==> config.mk <==
export PLATFORM = sky130hd
export DESIGN_NAME = udp_photo_tx_packetizer_flat
export DESIGN_NICKNAME = d
export VERILOG_FILES = /design/src/rtl/udp_photo_tx_packetizer_if.sv /design/src/rtl/udp_photo_tx_packetizer.sv /design/src/flat_wrapper.sv
export SDC_FILE = /design/constraint.sdc
export NUM_CORES = 1
export LEC_CHECK = 0
export ABC_AREA = 0
export BUFFER_PORTS_ARGS = -buffer_cell sky130_fd_sc_hd__buf_2
export CAP_MARGIN = 10
export CORE_MARGIN = 3
export CORE_UTILIZATION = 58
export DETAILED_ROUTE_END_ITERATION = 8
export MAX_ROUTING_LAYER = met4
export PLACE_DENSITY = 0.8
export SLEW_MARGIN = 10
export SYNTH_ARGS = -nofsm -noshare
export SYNTH_HDL_FRONTEND = slang
export SYNTH_SLANG_ARGS = --single-unit
==> constraint.sdc <==
create_clock -name sys_clk -period 2.5 [get_ports sys_clk]
set_input_delay 0.5 -clock sys_clk [delete_from_list [all_inputs] [get_ports sys_clk]]
set_output_delay 0.5 -clock sys_clk [all_outputs]
set_load 0.005 [all_outputs]
==> src/rtl/udp_photo_tx_packetizer_if.sv <==
// Handshake bundle between the photo TX packetizer, its frame-buffer source
// and the UDP/RMII transmit engine.
interface udp_photo_tx_packetizer_if;
    logic        start;
    logic        src_valid;
    logic [15:0] src_data;
    logic        src_ready;
    logic        pkt_req;
    logic [15:0] pkt_len;
    logic        pkt_ack;
    logic        tx_valid;
    logic [7:0]  tx_data;
    logic        tx_last;
    logic        tx_ready;
    logic        busy;
    logic        frame_done;
    logic [7:0]  frame_id;

    modport master (
        input  start, src_valid, src_data, pkt_ack, tx_ready,
        output src_ready, pkt_req, pkt_len, tx_valid, tx_data, tx_last,
               busy, frame_done, frame_id
    );

    modport slave (
        output start, src_valid, src_data, pkt_ack, tx_ready,
        input  src_ready, pkt_req, pkt_len, tx_valid, tx_data, tx_last,
               busy, frame_done, frame_id
    );
endinterface

==> src/rtl/udp_photo_tx_packetizer.sv <==
// Slices one stored frame into line packets (4-byte header + 16-bit words sent
// high byte first) and streams them byte-wise to the UDP/RMII TX engine.
module udp_photo_tx_packetizer #(
    parameter int unsigned PKT_WORDS  = 240,
    parameter int unsigned PKT_NUM    = 360,
    parameter int unsigned GAP_CYCLES = 16,
    parameter logic [7:0]  HDR_MAGIC  = 8'hA5
) (
    input  logic                        sys_clk,
    input  logic                        rst_n,
    udp_photo_tx_packetizer_if.master   bus
);
    typedef enum logic [2:0] {IDLE, REQ, HDR, PAY_HI, PAY_LO, GAP} state_e;

    localparam logic [15:0] WORD_LAST = 16'(PKT_WORDS - 1);
    localparam logic [15:0] LINE_LAST = 16'(PKT_NUM - 1);
    localparam logic [15:0] GAP_LAST  = (GAP_CYCLES == 0) ? 16'd0 : 16'(GAP_CYCLES - 1);

    state_e      state_q;
    logic [15:0] line_q;
    logic [15:0] word_q;
    logic [15:0] gap_q;
    logic [1:0]  hdr_q;
    logic [7:0]  lo_q;
    logic [7:0]  frame_id_q;
    logic [7:0]  tx_data_q;
    logic        tx_valid_q;
    logic        tx_last_q;
    logic        pkt_req_q;
    logic        busy_q;
    logic        frame_done_q;

    logic        slot_free;
    logic        src_take;
    logic        last_accept;
    logic        pkt_end;
    logic [7:0]  hdr_byte;

    assign slot_free   = !tx_valid_q || bus.tx_ready;
    assign src_take    = (state_q == PAY_HI) && slot_free && bus.src_valid;
    assign last_accept = (state_q == PAY_LO) && tx_valid_q && tx_last_q && bus.tx_ready;
    // With no gap configured the packet ends on the same edge its last byte leaves.
    assign pkt_end     = (GAP_CYCLES == 0) ? last_accept
                                           : ((state_q == GAP) && (gap_q == GAP_LAST));

    // NOTE: the default arm makes the case full, so hdr_byte never holds a stale value (no latch).
    always_comb begin
        case (hdr_q)
            2'd0:    hdr_byte = HDR_MAGIC;
            2'd1:    hdr_byte = frame_id_q;
            2'd2:    hdr_byte = line_q[15:8];
            default: hdr_byte = line_q[7:0];
        endcase
    end

    // NOTE: all state uses non-blocking assignments so every register samples pre-edge values.
    always_ff @(posedge sys_clk or negedge rst_n) begin
        if (!rst_n) begin
            state_q      <= IDLE;
            line_q       <= '0;
            word_q       <= '0;
            gap_q        <= '0;
            hdr_q        <= '0;
            lo_q         <= '0;
            frame_id_q   <= '0;
            tx_data_q    <= '0;
            tx_valid_q   <= 1'b0;
            tx_last_q    <= 1'b0;
            pkt_req_q    <= 1'b0;
            busy_q       <= 1'b0;
            frame_done_q <= 1'b0;
        end else begin
            frame_done_q <= 1'b0;
            // A free slot empties unless a state below loads a new byte into it.
            if (slot_free) begin
                tx_valid_q <= 1'b0;
                tx_last_q  <= 1'b0;
            end

            case (state_q)
                IDLE: begin
                    busy_q <= 1'b0;
                    if (bus.start && !busy_q) begin
                        busy_q    <= 1'b1;
                        pkt_req_q <= 1'b1;
                        line_q    <= '0;
                        word_q    <= '0;
                        hdr_q     <= '0;
                        state_q   <= REQ;
                    end
                end
                REQ: begin
                    if (bus.pkt_ack) begin
                        pkt_req_q <= 1'b0;
                        state_q   <= HDR;
                    end
                end
                HDR: begin
                    if (slot_free) begin
                        tx_valid_q <= 1'b1;
                        tx_data_q  <= hdr_byte;
                        hdr_q      <= hdr_q + 2'd1;
                        if (hdr_q == 2'd3) state_q <= PAY_HI;
                    end
                end
                PAY_HI: begin
                    if (src_take) begin
                        tx_valid_q <= 1'b1;
                        tx_data_q  <= bus.src_data[15:8];
                        lo_q       <= bus.src_data[7:0];
                        state_q    <= PAY_LO;
                    end
                end
                PAY_LO: begin
                    // tx_last_q set here means the packet's final byte is still in the slot.
                    if (tx_last_q) begin
                        if (bus.tx_ready) begin
                            gap_q   <= '0;
                            state_q <= GAP;
                        end
                    end else if (slot_free) begin
                        tx_valid_q <= 1'b1;
                        tx_data_q  <= lo_q;
                        tx_last_q  <= (word_q == WORD_LAST);
                        word_q     <= word_q + 16'd1;
                        if (word_q != WORD_LAST) state_q <= PAY_HI;
                    end
                end
                GAP: begin
                    gap_q <= gap_q + 16'd1;
                end
                default: state_q <= IDLE;
            endcase

            if (pkt_end) begin
                if (line_q == LINE_LAST) begin
                    frame_done_q <= 1'b1;
                    frame_id_q   <= frame_id_q + 8'd1;
                    state_q      <= IDLE;
                end else begin
                    line_q    <= line_q + 16'd1;
                    word_q    <= '0;
                    hdr_q     <= '0;
                    pkt_req_q <= 1'b1;
                    state_q   <= REQ;
                end
            end
        end
    end

    assign bus.src_ready  = src_take;
    assign bus.pkt_req    = pkt_req_q;
    assign bus.pkt_len    = 16'(2 * PKT_WORDS + 4);
    assign bus.tx_valid   = tx_valid_q;
    assign bus.tx_data    = tx_data_q;
    assign bus.tx_last    = tx_last_q;
    assign bus.busy       = busy_q;
    assign bus.frame_done = frame_done_q;
    assign bus.frame_id   = frame_id_q;
endmodule

==> src/flat_wrapper.sv <==
// flat-port wrapper written by rule: the top's interface ports become plain ports
module udp_photo_tx_packetizer_flat 
#(
    parameter int unsigned PKT_WORDS  = 240,
    parameter int unsigned PKT_NUM    = 360,
    parameter int unsigned GAP_CYCLES = 16,
    parameter logic [7:0]  HDR_MAGIC  = 8'hA5
)
  (sys_clk, rst_n, bus_start, bus_src_valid, bus_src_data, bus_pkt_ack, bus_tx_ready, bus_src_ready, bus_pkt_req, bus_pkt_len, bus_tx_valid, bus_tx_data, bus_tx_last, bus_busy, bus_frame_done, bus_frame_id);
  udp_photo_tx_packetizer_if bus_i ();
  input  logic sys_clk;
  input  logic rst_n;
  input wire logic [$bits(bus_i.start)-1:0] bus_start;
  input wire logic [$bits(bus_i.src_valid)-1:0] bus_src_valid;
  input wire logic [$bits(bus_i.src_data)-1:0] bus_src_data;
  input wire logic [$bits(bus_i.pkt_ack)-1:0] bus_pkt_ack;
  input wire logic [$bits(bus_i.tx_ready)-1:0] bus_tx_ready;
  output wire logic [$bits(bus_i.src_ready)-1:0] bus_src_ready;
  output wire logic [$bits(bus_i.pkt_req)-1:0] bus_pkt_req;
  output wire logic [$bits(bus_i.pkt_len)-1:0] bus_pkt_len;
  output wire logic [$bits(bus_i.tx_valid)-1:0] bus_tx_valid;
  output wire logic [$bits(bus_i.tx_data)-1:0] bus_tx_data;
  output wire logic [$bits(bus_i.tx_last)-1:0] bus_tx_last;
  output wire logic [$bits(bus_i.busy)-1:0] bus_busy;
  output wire logic [$bits(bus_i.frame_done)-1:0] bus_frame_done;
  output wire logic [$bits(bus_i.frame_id)-1:0] bus_frame_id;
  assign bus_i.start = bus_start;
  assign bus_i.src_valid = bus_src_valid;
  assign bus_i.src_data = bus_src_data;
  assign bus_i.pkt_ack = bus_pkt_ack;
  assign bus_i.tx_ready = bus_tx_ready;
  assign bus_src_ready = bus_i.src_ready;
  assign bus_pkt_req = bus_i.pkt_req;
  assign bus_pkt_len = bus_i.pkt_len;
  assign bus_tx_valid = bus_i.tx_valid;
  assign bus_tx_data = bus_i.tx_data;
  assign bus_tx_last = bus_i.tx_last;
  assign bus_busy = bus_i.busy;
  assign bus_frame_done = bus_i.frame_done;
  assign bus_frame_id = bus_i.frame_id;
  udp_photo_tx_packetizer #(.PKT_WORDS(PKT_WORDS), .PKT_NUM(PKT_NUM), .GAP_CYCLES(GAP_CYCLES), .HDR_MAGIC(HDR_MAGIC)) u_core (.sys_clk(sys_clk), .rst_n(rst_n), .bus(bus_i));
endmodule
==> out/results.ini <==
[setup_path]
crit_slowest_cell=or3b_1
cp-end-kind=flop
path_cells=or3b_1 > nor4_4 > nand2_1 > mux2_1 > nor2_1
cp-start-kind=flop
criticalPathCategory=flop to flop
cp.arrival_ps=2450
cp_slowest_stage_delay_ps=610
crit_required_ps=2780
path_max_fanout=17

[cts]
clock-sinks=82
htreeDepth=3
cts_tree=built
cts_buffers=9
clock_latency_ps=360
root_buffer=clkbuf_8
ctsHoldBuffers=0
cts.reportedPaths.clkPinSlew_ps=90
cts_buffer_depth=2
post-cts-setup-buffers=0
ctsResizeCount=0

[finish]
diodes=0
drive_gt1_share_pct=16.8
layout_commonest_cell=dfrtp_1
fin_util_pct=68.8
area_growth_pct=11.2
multi_input_area_um2=2370
nets=567
layout_common_cells=82 x dfrtp_1, 79 x nand2_1, 42 x buf_2, 41 x nor2_1, 25 x nand4_1
regArea_um2=2050
fillers=604

[floorplan]
start_util_pct=61.9
die_area_um2=9100
core_area_um2=7490
fp.dieH_um=95.4
dieWidth_um=95.4
rows=31
io_pins=60

[placement]
finalWeightedCongestion=0.854
port_buffers=43
dp.final_hpwl_mm=7.54

[power_and_ir_drop]
peakVddDrop_mv=0.512
power.leakage_nw=2.42
p_per_area_nw_per_um2=846

[global_routing]
grt_pass1_vias=3656
grt_first_pass_wirelength_mm=17.7
grt_max_degree=45
grt_usage_pct=25.5
overflow=0
grt_antenna_before_repair=0

[routing]
via_count=3841
drt_iter0_drc=222
firstDrtPassIters=5
final_antenna_net_count=0
drc=0
wire_per_inst_um=16.4
wl_mm=10.5
vias_per_cell=5.99

[yosys]
syn_area_um2=4630
synth-seq-area-share_pct=44.3
ys_types=67
synth_top_cell_by_area=dfrtp_1
synthArstFlopShare_pct=100
ys_warn_count=0
synth_seq_cells=82
netlist.area_leader.share_pct=44.3
synth_area_leaders=dfrtp_1 44%, nand2_1 6.4%, nand4_1 3.4%
synth_cells=494
synth.avg_cell_area_um2=9.38
synth_edf_count=0
synth_ff_type=dfrtp_1

[timing]
period_minus_slack_ps=2170
slew_headroom_pct=37.2
slew_violations=0
fin_skew_ps=13.7
worstMarginPinSlew_ps=940
max_freq_mhz=460
min_period_over_period_pct=86.9
tns_ps=0
rsz0062_at_grt=false
hold_viol_final=0
setup_violations=0

[run_status]
status=finished clean

[run]
max_cap_violations=0

[hold_path]
hold_path_class=input port to asynchronous set/reset pin

## cell usage after synthesis, types with 8 or more instances
master and instances:
xor2_1 14, nor3_1 10, mux2i_1 13, a21oi_1 16, nand3_1 18, a22oi_1 10, o32ai_1 9, dfrtp_1 82
nand4_1 25, nand2_1 79, nor2_1 41, buf_4 16, o31ai_1 9, clkbuf_1 13, and3_1 10, ha_1 8
## kinds of logic after synthesis
family	count (synthesis)	share of synthesized area, %
AOI/OAI and AO/OA	84	13.2
xor gates and xnor gates	21	3.97
adders and majority gates	8	2.16
buffers and inverters	47	5.78
DFF	82	44.3
muxes	18	4.10
other	2	0.162
and+or+nand+nor	232	26.4
## where the power goes
group          internal [mW]  switching [mW]
logic                  0.585           0.849
registers               1.57           0.254
clock network          0.596           0.500
total                   2.75            1.60
## worst paths after layout
| check | from | end | slack, ps | depth (start not counted) |
|---|---|---|---|---|
| setup / recovery | u_core.state_q[1] | u_core.word_q[6] | 330 | 5 |
| hold / removal | rst_n | u_core.state_q[1] | 110 | 1 |
| setup reg to reg | u_core.state_q[1] | u_core.word_q[6] | 330 | 5 |
| hold reg to reg | u_core.lo_q[1] | u_core.lo_q[1] | 490 | 2 |
| max in group asynchronous | rst_n | u_core.line_q[15] | 1790 | 2 |
| min in group sys_clk | bus_src_data[1] | u_core.lo_q[1] | 320 | 3 |
## flip-flops by register name, summed over array words and instances, names as in the netlist
register	cells
u_core.bus.frame_done	1
u_core.line_q	16
u_core.lo_q	8
u_core.bus.tx_data	8
u_core.bus.tx_valid	1
u_core.hdr_q	2
u_core.bus.frame_id	8
u_core.state_q	3
u_core.gap_q	16
u_core.bus.pkt_req	1
u_core.bus.tx_last	1
u_core.word_q	16
u_core.bus.busy	1
## cell type report
type	instances	area share (%)
Inverter	8	0.583
Multi-Input combinational cell	379	46.0
Timing Repair Buffer	57	6.75
Clock buffer	11	2.74
Tap cell	99	2.40
Sequential cell	82	39.8
Clock inverter	5	1.65
## layer usage
layer  wire (um)  GRT usage [%]  up-vias  share of wire (%)
met4         165           9.12        0                1.6
met1        4800           35.5     1826                 46
met5           0              -        -                  0
met2        4930           37.0      147                 47
met3         591           5.45       19                5.6
li1            -              -     1849                  -
## critical path, delay by kind of cell, from the launching register on
kind,cells,cell delay (ps)
flops,1,550
mux,1,310
simple gates,4,1210
## per-stage QoR
stage	hold slack (ps)	worst slack, ps	cells	power (mW)	instance area [um^2]
after floorplan	204	633	508	2.83	4690
after global placement	462	403	625	3.21	4930
after detailed placement	464	301	625	3.27	4930
after CTS	121	339	641	4.37	5150
after global routing	131	221	641	4.65	5150
final	110	327	641	4.36	5150
Power figures use the tool's default switching activity.
